[src/rtl/stopwatch_bcd_counter.sv]
// Four-digit BCD stopwatch with debounced start/stop, clear and lap buttons.
// Optional lap-hold display freeze is enabled by defining STOPWATCH_LAP_HOLD_EN.
module stopwatch_bcd_counter #(
  parameter int DB_CYCLES = 1000000,
  parameter int WRAP      = 1
) (
  input  logic        clk,
  input  logic        clr,
  input  logic        tick,
  input  logic        btn_ss,
  input  logic        btn_rst,
  input  logic        btn_lap,
  output logic [15:0] digits,
  output logic [3:0]  blank,
  output logic        running,
  output logic        wrap
);

  localparam int CW = (DB_CYCLES > 1) ? $clog2(DB_CYCLES) : 1;
  localparam logic [CW-1:0] DB_LAST = CW'(DB_CYCLES - 1);
`ifdef STOPWATCH_LAP_HOLD_EN
  localparam logic LAP_EN = 1'b1;
`else
  localparam logic LAP_EN = 1'b0;
`endif

  typedef enum logic [1:0] {IDLE = 2'd0, RUN = 2'd1, PAUSE = 2'd2} state_e;

  function automatic logic [15:0] bcd_inc(input logic [15:0] v);
    logic [15:0] r;
    logic        c;
    r = v;
    c = 1'b1;
    for (int k = 0; k < 4; k++) begin
      if (c) begin
        if (v[4*k +: 4] == 4'd9) begin
          r[4*k +: 4] = 4'd0;
        end else begin
          r[4*k +: 4] = v[4*k +: 4] + 4'd1;
          c = 1'b0;
        end
      end else begin
        r[4*k +: 4] = v[4*k +: 4];
      end
    end
    return r;
  endfunction

  function automatic logic [3:0] blank_of(input logic [15:0] v);
    logic [3:0] b;
    b[3] = (v[15:12] == 4'd0);
    b[2] = b[3] && (v[11:8] == 4'd0);
    b[1] = b[2] && (v[7:4] == 4'd0);
    b[0] = 1'b0;
    return b;
  endfunction

  logic [2:0]    btn_raw;
  logic [2:0]    sync1_q, sync1_d, sync2_q, sync2_d;
  logic [2:0]    stable_q, stable_d, press_q, press_d;
  logic [CW-1:0] db_cnt_q [3];
  logic [CW-1:0] db_cnt_d [3];

  state_e        state_q, state_d;
  logic [15:0]   cnt_q, cnt_d, digits_q, digits_d;
  logic [3:0]    blank_q, blank_d;
  logic          running_q, running_d, wrap_q, wrap_d;
  logic          hold_q, hold_d, hold_t;
  logic          ss_press, rst_press, lap_press;

  assign btn_raw   = {btn_lap, btn_rst, btn_ss};
  assign ss_press  = press_q[0];
  assign rst_press = press_q[1];
  assign lap_press = press_q[2];

  // Synchronize and debounce each button; press pulses on accepted rising levels only.
  always_comb begin
    sync1_d  = btn_raw;
    sync2_d  = sync1_q;
    stable_d = stable_q;
    press_d  = 3'b000;
    for (int i = 0; i < 3; i++) begin
      db_cnt_d[i] = {CW{1'b0}};
      if (sync2_q[i] != stable_q[i]) begin
        if (db_cnt_q[i] == DB_LAST) begin
          stable_d[i] = sync2_q[i];
          press_d[i]  = sync2_q[i];
        end else begin
          db_cnt_d[i] = db_cnt_q[i] + CW'(1'b1);
        end
      end else begin
        db_cnt_d[i] = {CW{1'b0}};
      end
    end
  end

  // Start/pause/clear FSM, BCD count, and display/hold selection.
  always_comb begin
    state_d = state_q;
    cnt_d   = cnt_q;
    wrap_d  = 1'b0;
    hold_t  = hold_q;
    case (state_q)
      IDLE: begin
        cnt_d = 16'h0000;
        if (ss_press) state_d = RUN;
        else          state_d = IDLE;
      end
      RUN: begin
        if (tick) begin
          if (cnt_q == 16'h9999) begin
            wrap_d = 1'b1;
            cnt_d  = (WRAP != 0) ? 16'h0000 : 16'h9999;
          end else begin
            cnt_d = bcd_inc(cnt_q);
          end
        end else begin
          cnt_d = cnt_q;
        end
        if (ss_press) state_d = PAUSE;
        else          state_d = RUN;
        if (lap_press && LAP_EN) hold_t = ~hold_q;
        else                     hold_t = hold_q;
      end
      PAUSE: begin
        if (ss_press) begin
          state_d = RUN;
        end else if (rst_press) begin
          state_d = IDLE;
          cnt_d   = 16'h0000;
        end else begin
          state_d = PAUSE;
        end
      end
      default: begin
        state_d = IDLE;
        cnt_d   = 16'h0000;
      end
    endcase
    hold_d    = (state_d == IDLE) ? 1'b0 : hold_t;
    digits_d  = hold_d ? digits_q : cnt_d;
    blank_d   = hold_d ? blank_q : blank_of(cnt_d);
    running_d = (state_d == RUN);
  end

  // State registers; clr dominates every other input.
  always_ff @(posedge clk) begin
    if (clr) begin
      sync1_q   <= 3'b000;
      sync2_q   <= 3'b000;
      stable_q  <= 3'b000;
      press_q   <= 3'b000;
      for (int i = 0; i < 3; i++) db_cnt_q[i] <= {CW{1'b0}};
      state_q   <= IDLE;
      cnt_q     <= 16'h0000;
      digits_q  <= 16'h0000;
      blank_q   <= 4'b1110;
      running_q <= 1'b0;
      wrap_q    <= 1'b0;
      hold_q    <= 1'b0;
    end else begin
      sync1_q   <= sync1_d;
      sync2_q   <= sync2_d;
      stable_q  <= stable_d;
      press_q   <= press_d;
      for (int i = 0; i < 3; i++) db_cnt_q[i] <= db_cnt_d[i];
      state_q   <= state_d;
      cnt_q     <= cnt_d;
      digits_q  <= digits_d;
      blank_q   <= blank_d;
      running_q <= running_d;
      wrap_q    <= wrap_d;
      hold_q    <= hold_d;
    end
  end

  assign digits  = digits_q;
  assign blank   = blank_q;
  assign running = running_q;
  assign wrap    = wrap_q;

endmodule
[config.mk]
export PLATFORM = sky130hd
export DESIGN_NAME = stopwatch_bcd_counter
export DESIGN_NICKNAME = d
export VERILOG_FILES = /design/src/rtl/stopwatch_bcd_counter.sv
export SDC_FILE = /design/constraint.sdc
export NUM_CORES = 1
export LEC_CHECK = 0
export CORE_AREA = 5 5 107 109
export CTS_CLUSTER_DIAMETER = 150
export DETAILED_ROUTE_END_ITERATION = 12
export DIE_AREA = 0 0 112 114
export GPL_ROUTABILITY_DRIVEN = 1
export PLACE_DENSITY = 0.7
export REMOVE_ABC_BUFFERS = 1
export SLEW_MARGIN = 30
export SYNTH_ARGS = -nofsm -noshare
export SYNTH_HDL_FRONTEND = slang
export SYNTH_SLANG_ARGS = --single-unit
[constraint.sdc]
create_clock -name clk -period 2.3 [get_ports clk]
set_clock_uncertainty 0.1 [all_clocks]
set_input_delay 0.46 -clock clk [delete_from_list [all_inputs] [get_ports clk]]
set_output_delay 0.46 -clock clk [all_outputs]
set_load 0.02 [all_outputs]
Word level (Yosys, flattened, before mapping)
Memory sizes are Yosys's and may differ from the RTL's.
Cells that the tools add are included.

operators by class
  add/subtract/negate cells = 7
  equal/unequal tests = 14
  multiplexer cells = 45
  bitwise operators = 9
  reduce and logical (&&, ||, !) cells = 13

operators with widths
  kind                                                 number
  2-to-1 mux 20 bit                                    9
  2-to-1 mux 16 bit                                    4
  adder 20 x 1 -> 20 bit, second input constant        3
  equality test 20 bit, second input constant          3
  case mux 16 bit (2 select lines)                     1
  2-to-1 mux 4 bit                                     7
  2-to-1 mux 1 bit                                     20
  adder 4 x 1 -> 4 bit, second input constant          4
  equality test 16 bit, second input constant          1
  equality test 4 bit, second input constant           4
  zero test 4 bit                                      3
  OR reduction 3 bit                                   3
  2-to-1 mux 2 bit                                     3
  NOT 1 bit                                            6
  case mux 2 bit (3 select lines)                      1
  AND reduction 2 bit                                  3
  equality test 2 x 1 -> 1 bit, second input constant  2
  zero test 2 bit                                      2
  inequality test 1 bit                                3
  OR 1 bit                                             3
  equality test 2 bit, second input constant           1
  logical AND 1 bit                                    2

storage, ports and cells
  register bits = 51
  memory bits (writable) = 60
  input bits = 6
  output and inout bits = 22
  memories kept = 1

memory list
  name      words  width  read ports  clocked after memory_dff  write ports  RTL line  source
  db_cnt_q  3      20     3           0                         3            61        logic [CW-1:0] db_cnt_q [3];

Logic depth before layout (Yosys ltp)
Gate-level depths: netlist of run 1.

  depth after elaboration = 20
  gate-level depth with buffers = 10

Worst setup path after synthesis of run 1
OpenSTA, ideal clock, no wires.

  kind = register to register
  from = register state_q[0]
  to = register blank_q[1] (netlist: blank[1])
  setup time = 85 ps
  arrival time = 1949 ps
  required time = 2115 ps
  setup slack = 167 ps
  stages on the path, launching flop included = 10
  period minus slack after synthesis = 2133 ps
  cells stage by stage = dfxtp_1 -> inv_1 -> ha_1 -> buf_2 -> and3_4 -> buf_6 -> and2_0 -> a311oi_1 -> nand4_1 -> o31ai_2

on the way
  word-level cells in the longest chain between the ends = 5

ends and longest elaborated chain
  item                                                                        RTL line  source
  start, declared                                                             64        state_e state_q, state_d;
  start signal, assigned                                                      167       state_q <= state_d;
  equality test 2 bit / equality test 2 x 1 -> 1 bit (equally long branches)  103       case (state_q)
  case mux 16 bit (2 select lines)                                            103
  zero test 4 bit (on tied branches)                                          51, 52
  logical AND 1 bit                                                           52        b[2] = b[3] && (v[11:8] == 4'd0);
  logical AND 1 bit                                                           53        b[1] = b[2] && (v[7:4] == 4'd0);
  end signal, assigned                                                        170       blank_q <= blank_d;
  end, declared                                                               66        logic [3:0] blank_q, blank_d;

Parallel ways exist; a longest one is shown, timed or not.
A chain may end at the register's enable or synchronous reset.

Final worst setup path of run 1
  from = register cnt_q[1]
  to = register blank_q[1] (netlist: blank[1])

on the way
  word-level cells in the longest chain between the ends = 20

ends and longest elaborated chain
  item                                RTL line  source
  start, declared                     65        logic [15:0] cnt_q, cnt_d, digits_q, digits_d;
  start signal, assigned              168       cnt_q <= cnt_d;
  equality test 4 bit                 36        if (v[4*k +: 4] == 4'd9) begin
  2-to-1 mux 1 bit                    36
  2-to-1 mux 1 bit                    111       if (cnt_q == 16'h9999) begin
  2-to-1 mux 1 bit                    110       if (tick) begin
  2-to-1 mux 1 bit                    103
  2-to-1 mux 1 bit                    35        if (c) begin
  2-to-1 mux 1 bit                    111
  2-to-1 mux 1 bit                    110
  [... 4 more ...]                    -
  2-to-1 mux 1 bit                    103
  2-to-1 mux 4 bit                    35
  2-to-1 mux 16 bit *                 111
  2-to-1 mux 16 bit *                 110
  case mux 16 bit (2 select lines) *  103
  zero test 4 bit                     51        b[3] = (v[15:12] == 4'd0);
  logical AND 1 bit                   52
  logical AND 1 bit *                 53

Every way passes the cells marked *; elsewhere a longest branch is shown, timed or not. The select of a mux whose other input is x is not followed.

==> results of run 1 <==
[critical path: cells and delay by family (launching register included)]
| family | cells | cell delay [ns] |
|---|---|---|
| simple gates | 4 | 0.60 |
| compound gates | 2 | 0.58 |
| fa+ha+maj | 1 | 0.21 |
| buf+inv | 2 | 0.18 |
| flops | 1 | 0.37 |
[metal layers]
metal | up-vias | global-route usage, % | part of all wire, % | routed length (um)
met5 | - | 0 | 0 | 0
met4 | 0 | 7.05 | 2.3 | 190
met3 | 14 | 2.92 | 3.5 | 286
met2 | 61 | 23.0 | 48 | 3890
met1 | 1526 | 15.3 | 46 | 3740
li1 | 1658 | - | - | -
[stage by stage]
step	hold slack (ns)	util (%)	total power [mW]	instance area, um^2
4_1_cts	0.348	45.2	2.60	4750
3_3_place_gp	0.321	43.3	1.60	4550
5_1_grt	0.364	45.3	2.67	4760
2_1_floorplan	0.313	-	1.58	3920
3_5_place_dp	0.334	43.3	1.61	4550
6_report	0.343	45.3	2.56	4760
[flip-flops by register name (all words and copies together), names as in the netlist]
signal	count
db_cnt_q	40
cnt_q	16
digits	16
blank	3
press_q	2
stable_q	2
state_q	2
sync1_q	2
sync2_q	2
hold_q	1
running	1
wrap	1
[worst min path at each step]
stage / start / endpoint / slack [ns]
after floorplan: db_cnt_q[0][20]$_SDFF_PP0_ / db_cnt_q[0][20]$_SDFF_PP0_ / 0.31
after global placement: sync1_q[1]$_SDFF_PP0_ / sync2_q[1]$_SDFF_PP0_ / 0.32
after detailed placement: db_cnt_q[0][20]$_SDFF_PP0_ / db_cnt_q[0][20]$_SDFF_PP0_ / 0.33
after CTS: db_cnt_q[0][20]$_SDFF_PP0_ / db_cnt_q[0][20]$_SDFF_PP0_ / 0.35
after global routing: db_cnt_q[0][20]$_SDFF_PP0_ / db_cnt_q[0][20]$_SDFF_PP0_ / 0.36
final: db_cnt_q[0][20]$_SDFF_PP0_ / db_cnt_q[0][20]$_SDFF_PP0_ / 0.34
[power by group through the flow]
| stage | logic (mW) | clock network, mW | registers (mW) |
|---|---|---|---|
| 5_1_grt | 0.0451 | 1.09 | 1.53 |
| 4_1_cts | 0.0407 | 1.03 | 1.53 |
| 3_5_place_dp | 0.0405 | 0 | 1.56 |
| 6_report | 0.0406 | 0.991 | 1.53 |
| 3_3_place_gp | 0.0397 | 0 | 1.56 |
| 2_1_floorplan | 0.0139 | 0 | 1.56 |
[cell usage after synthesis (all sizes together), types with 3 or more instances]
cell | number | area [um^2]
a21oi | 22 | 110
nor3 | 9 | 45.0
nand2b | 6 | 45.0
nand3 | 21 | 118
ha | 14 | 175
and3b | 3 | 28.8
o21a | 4 | 30.0
dfxtp | 88 | 1760
nor2 | 78 | 298
xor2 | 20 | 175
nor4 | 9 | 62.6
buf | 12 | 72.6
nand3b | 4 | 30.0
a2111oi | 3 | 45.1
a211oi | 11 | 82.6
clkbuf | 6 | 22.5
nor4b | 6 | 52.6
and3 | 14 | 97.6
nand2 | 32 | 120
nand4 | 13 | 87.6
nor2b | 8 | 50.1
and2 | 3 | 18.8
xnor2 | 17 | 149
inv | 14 | 52.6
o21ai | 10 | 50.1
[cell families after synthesis]
family	synth area share, %
AND/OR/NAND/NOR	28.2
flip-flops	43.9
AO/OA/AOI/OAI	10.5
XOR/XNOR	8.08
buffers and inverters	3.68
adder cells (fa/ha/maj)	4.37
multiplexers	1.06
other	0.0935
[cell type report]
type                       count  area (um^2)  area share, %
clock buffer                  11          151           3.18
sequential                    88         1770           37.1
inverter                      14         52.6           1.10
clock inverter                 5         31.3          0.657
timing repair buffer          52          460           9.67
multi-input combinational    333         2120           44.6
tap                          140          175           3.68
[repair_timing]
item                                    CTS  global route
buffers inserted                          0             0
hold endpoints to repair                  0             0
endpoints found under the setup margin    1             3
resized for setup                         2             6
pin swaps                                 0             4
==> out/metrics.csv, run 1 <==
stage;metric;value;unit
routing;routedWlPerCell;12.6;um
worst_setup_path;r2r_start;cnt_q[1]$_SDFF_PP0_;
synthesis;ys_seq_area_share;43.9;%
worst_setup_path;worstRegToRegCells;9;
synthesis;synthArstFlopShare;0;%
worst_setup_path;crit_start;cnt_q[1]$_SDFF_PP0_;
routing;totalWireLength;8.10;mm
grt;grt_pass1_wl;14.1;mm
synthesis;ys_warn_count;0;
grt;grt_max_degree;26;
routing;drt_iter0_markers;140;
die;pin_count;28;
synthesis;synth_edf_count;0;
layout;layout_common_cells;dfxtp_1, nor2_1, nand2_1;
clocking;cts-htree-levels;3;
die;fp.dieH;114;um
synthesis;syn_area;0.00401;mm^2
placed_design;gp_congestion;0.900;
synthesis;postSynthAreaPerCell;8.85;um^2
timing;setup_viol;0;
die;fp-row-count;38;
synthesis;yosys_most_used_dff;dfxtp_1;
grt;grt_pass1_vias;3196;
timing;rsz0062_at_grt;false;
pwr;switching_power;0.572;mW
timing;relSlewSlack;63.9;%
placed_design;dp_cells;627;
clocking;clock_latency;0.37;ns
worst_setup_path;endpoint;blank[1]$_SDFFE_PP1N_;
pwr;cellInternalPower;1.99;mW
clocking;cts_tree;built;
layout;drive_above_1_share;13.5;%
worst_setup_path;slowest_stage;dfxtp_4;
die;die_w;112;um
timing;slew_viol_final;0;
pwr;p_clk_share;38.7;%
placed_design;post-place-ws;-0.196;ns
timing;finalCriticalPeriod;2.12;ns
worst_setup_path;start_kind;register;
clocking;root_buffer;clkbuf_8;
clocking;hold_buffers;0;
worst_hold_path;hp-class;reg -> reg;
routing;avgViaCountPerCell;5.07;
timing;max_freq;0.471;GHz
layout;syn2layout_area_growth;18.8;%
pwr;vdd_drop_max;0.000229;V
timing;hold_viol;0;
worst_setup_path;slowest_delay;0.37;ns
status;outcome;finished clean;
layout;num-fill-cells;1000;
worst_setup_path;r2r_setup_slack;0.18;ns
clocking;cts.reportedPaths.clkPinSlew;0.08;ns
grt;grt_use_total;13.3;%
worst_setup_path;cp.arrival;2.31;ns
worst_setup_path;rr_endpoint;blank[1]$_SDFFE_PP1N_;
routing;drc_errors;0;
layout;fin_cells;643;
clocking;cts_buffer_depth;2;
worst_setup_path;end_kind;register;
timing;max_slew.worst_pin.slew;0.528;ns
grt;overflow;0;
die;fp.dieArea;0.0128;mm^2
clocking;numCtsBuffers;9;
worst_hold_path;hold_depth;1;
die;core;0.0105;mm^2
synthesis;synth_cell_types;58;
placed_design;io_buffers;25;
worst_setup_path;critPathRequiredTime;2.48;ns
grt;antenna_found_initial;0;
clocking;cts_sinks;88;
routing;drtPass1Iterations;4;
pwr;leakagePower;1.67;nW
routing;ant_nets;0;
worst_setup_path;worstPathMaxFanout;5;
die;initial_core_util;38.2;%
layout;fin_nets;518;
pwr;powerDensity;537;mW/mm^2
routing;num_vias;3259;
pwr;p_comb_share;1.6;%
pwr;netSwitchingFraction;22.3;%
job;max-cap-violations;0;
worst_setup_path;critPathKind;reg -> reg;
synthesis;synthCells;453;
pwr;seqPwrFrac;59.7;%
worst_setup_path;cp_cell_sequence;inv_1 -> ha_1 -> and4b_4 -> buf_4 -> nand2_1 -> nor4b_1 -> a311oi_1 -> nand4_1 -> o31ai_2;
layout;num_antenna_cells;0;
timing;setup_ws;0.175;ns
timing;period_share;92.4;%
synthesis;synth_seq_cells;88;
layout;layout_commonest_cell;dfxtp_1;
placed_design;dp_hpwl;5.87;mm
timing;setup-tns-final;0;ns
(Power assumes the default switching activity.)
==> run 2: changes to the inputs <==
Settings changed: CTS_BUF_LIST from default to sky130_fd_sc_hd__clkbuf_4.
==> out/metrics.csv, run 2 (synthesized netlist as in run 1, its figures left out) <==
stage;metric;value;unit
clocking;clock_latency;0.46;ns
layout;num-fill-cells;1017;
layout;layout_commonest_cell;dfxtp_1;
die;initial_core_util;38.2;%
worst_setup_path;end_kind;register;
placed_design;dp_cells;627;
pwr;vdd_drop_max;0.000185;V
grt;antenna_found_initial;1;
timing;slew_viol_final;0;
job;max-cap-violations;0;
layout;fin_nets;519;
layout;fin_cells;645;
layout;syn2layout_area_growth;17.3;%
placed_design;io_buffers;25;
grt;grt_pass1_wl;14.0;mm
routing;drtPass1Iterations;4;
grt;grt_max_degree;26;
routing;drt_iter0_markers;121;
routing;drc_errors;0;
placed_design;dp_hpwl;5.87;mm
pwr;powerDensity;487;mW/mm^2
grt;grt_pass1_vias;3218;
clocking;cts-htree-levels;3;
timing;max_slew.worst_pin.slew;0.534;ns
worst_hold_path;hp-class;in -> reg;
worst_setup_path;cp.arrival;2.41;ns
clocking;numCtsBuffers;9;
timing;hold_viol;0;
timing;period_share;92.3;%
die;fp.dieH;114;um
layout;largest_register_ff_count;40;
worst_setup_path;slowest_delay;0.36;ns
worst_setup_path;cp_cell_sequence;inv_1 -> ha_4 -> buf_12 -> and2_2 -> a31o_2 -> o311a_1 -> nor2_2 -> nand4_2 -> buf_4 -> nand2_1;
die;core;0.0105;mm^2
placed_design;gp_congestion;0.900;
worst_setup_path;r2r_setup_slack;0.18;ns
timing;setup_viol;0;
routing;num_vias;3249;
die;fp-row-count;38;
worst_setup_path;crit_start;state_q[0]$_SDFF_PP0_;
worst_setup_path;critPathRequiredTime;2.59;ns
timing;rsz0062_at_grt;false;
routing;ant_nets;0;
worst_setup_path;worst-path-buf-inv;3;
clocking;cts.reportedPaths.clkPinSlew;0.15;ns
pwr;leakagePower;1.64;nW
status;outcome;finished clean;
worst_setup_path;worstPathMaxFanout;9;
routing;avgViaCountPerCell;5.04;
worst_setup_path;r2r_start;state_q[0]$_SDFF_PP0_;
routing;routedWlPerCell;12.5;um
worst_setup_path;worstRegToRegCells;10;
die;pin_count;28;
worst_setup_path;rr_endpoint;blank[3]$_SDFFE_PP1N_;
worst_setup_path;slowest_stage;dfxtp_2;
layout;fin_util;44.8;%
worst_setup_path;endpoint;blank[3]$_SDFFE_PP1N_;
clocking;root_buffer;clkbuf_4;
layout;top_register;db_cnt_q;
worst_setup_path;start_kind;register;
clocking;cts_tree;built;
grt;grt_use_total;13.3;%
layout;layout_common_cells;dfxtp_1, nor2_1, nand2_1;
timing;finalCriticalPeriod;2.12;ns
grt;overflow;0;
worst_setup_path;cp.depth;10;
timing;max_freq;0.471;GHz
timing;relSlewSlack;63.5;%
pwr;p_total;2.29;mW
worst_setup_path;critPathKind;reg -> reg;
die;die_w;112;um
clocking;cts_buffer_depth;2;
worst_hold_path;hold_depth;2;
routing;totalWireLength;8.08;mm
layout;drive_above_1_share;13.9;%
die;fp.dieArea;0.0128;mm^2
worst_setup_path;path_delay_family;simple AND/OR/NAND/NOR gates;
clocking;cts_sinks;88;
==> run 2: worst reg2reg max path, cell delays in order, from the launching register on <==
cell and delay, ns:
dfxtp_2 0.36, inv_1 0.08, ha_4 0.26, buf_12 0.13, and2_2 0.22, a31o_2 0.25
o311a_1 0.15, nor2_2 0.14, nand4_2 0.15, buf_4 0.18, nand2_1 0.05
==> run 2: area by class of cell <==
class / count / area (um^2) / area share, %
Antenna cell: 1 / 2.50 / 0.0532
Clock buffer: 9 / 67.6 / 1.44
Clock inverter: 7 / 38.8 / 0.824
Inverter: 14 / 52.6 / 1.12
Multi-Input combinational cell: 333 / 2130 / 45.3
Sequential cell: 88 / 1770 / 37.6
Tap cell: 140 / 175 / 3.72
Timing Repair Buffer: 53 / 468 / 9.95
==> run 2: power breakdown <==
part / switching [mW] / total (mW) / leakage, nW / internal (mW)
registers: 0.00231 / 1.53 / 0.712 / 1.53
logic: 0.0258 / 0.0403 / 0.872 / 0.0146
clock network: 0.512 / 0.723 / 0.0605 / 0.211
==> run 2: what timing repair did <==
action / in CTS / in global routing
buffers inserted: 0 / 1
endpoints found under the setup margin: 2 / 6
pin swaps: 0 / 4
gates resized for setup: 2 / 9
hold buffers: 0 / 0
==> run 2: stage by stage <==
step	instance area, um^2	setup TNS (ns)	setup WS [ns]	hold slack, ns
CTS	4660	0	0.000188	0.302
floorplan	3920	-3.27	-0.264	0.313
detailed placement	4550	-0.630	-0.196	0.334
global placement	4550	-0.424	-0.167	0.321
global route	4700	0	0.00134	0.323
finish	4700	0	0.176	0.323
==> run 2: worst min path at each step <==
stage / startpoint / endpoint / slack, ns
floorplan: db_cnt_q[0][20]$_SDFF_PP0_ / db_cnt_q[0][20]$_SDFF_PP0_ / 0.31
global placement: sync1_q[1]$_SDFF_PP0_ / sync2_q[1]$_SDFF_PP0_ / 0.32
detailed placement: db_cnt_q[0][20]$_SDFF_PP0_ / db_cnt_q[0][20]$_SDFF_PP0_ / 0.33
CTS: clr / cnt_q[3]$_SDFF_PP0_ / 0.30
global route: clr / cnt_q[3]$_SDFF_PP0_ / 0.32
finish: clr / cnt_q[3]$_SDFF_PP0_ / 0.32
==> run 2: layer usage <==
metal	part of all wire, %	vias up	global-route usage, %
met2	49	44	22.9
met5	0	-	0
li1	-	1659	-
met4	2.0	0	7.53
met1	46	1533	15.2
met3	3.0	13	2.97
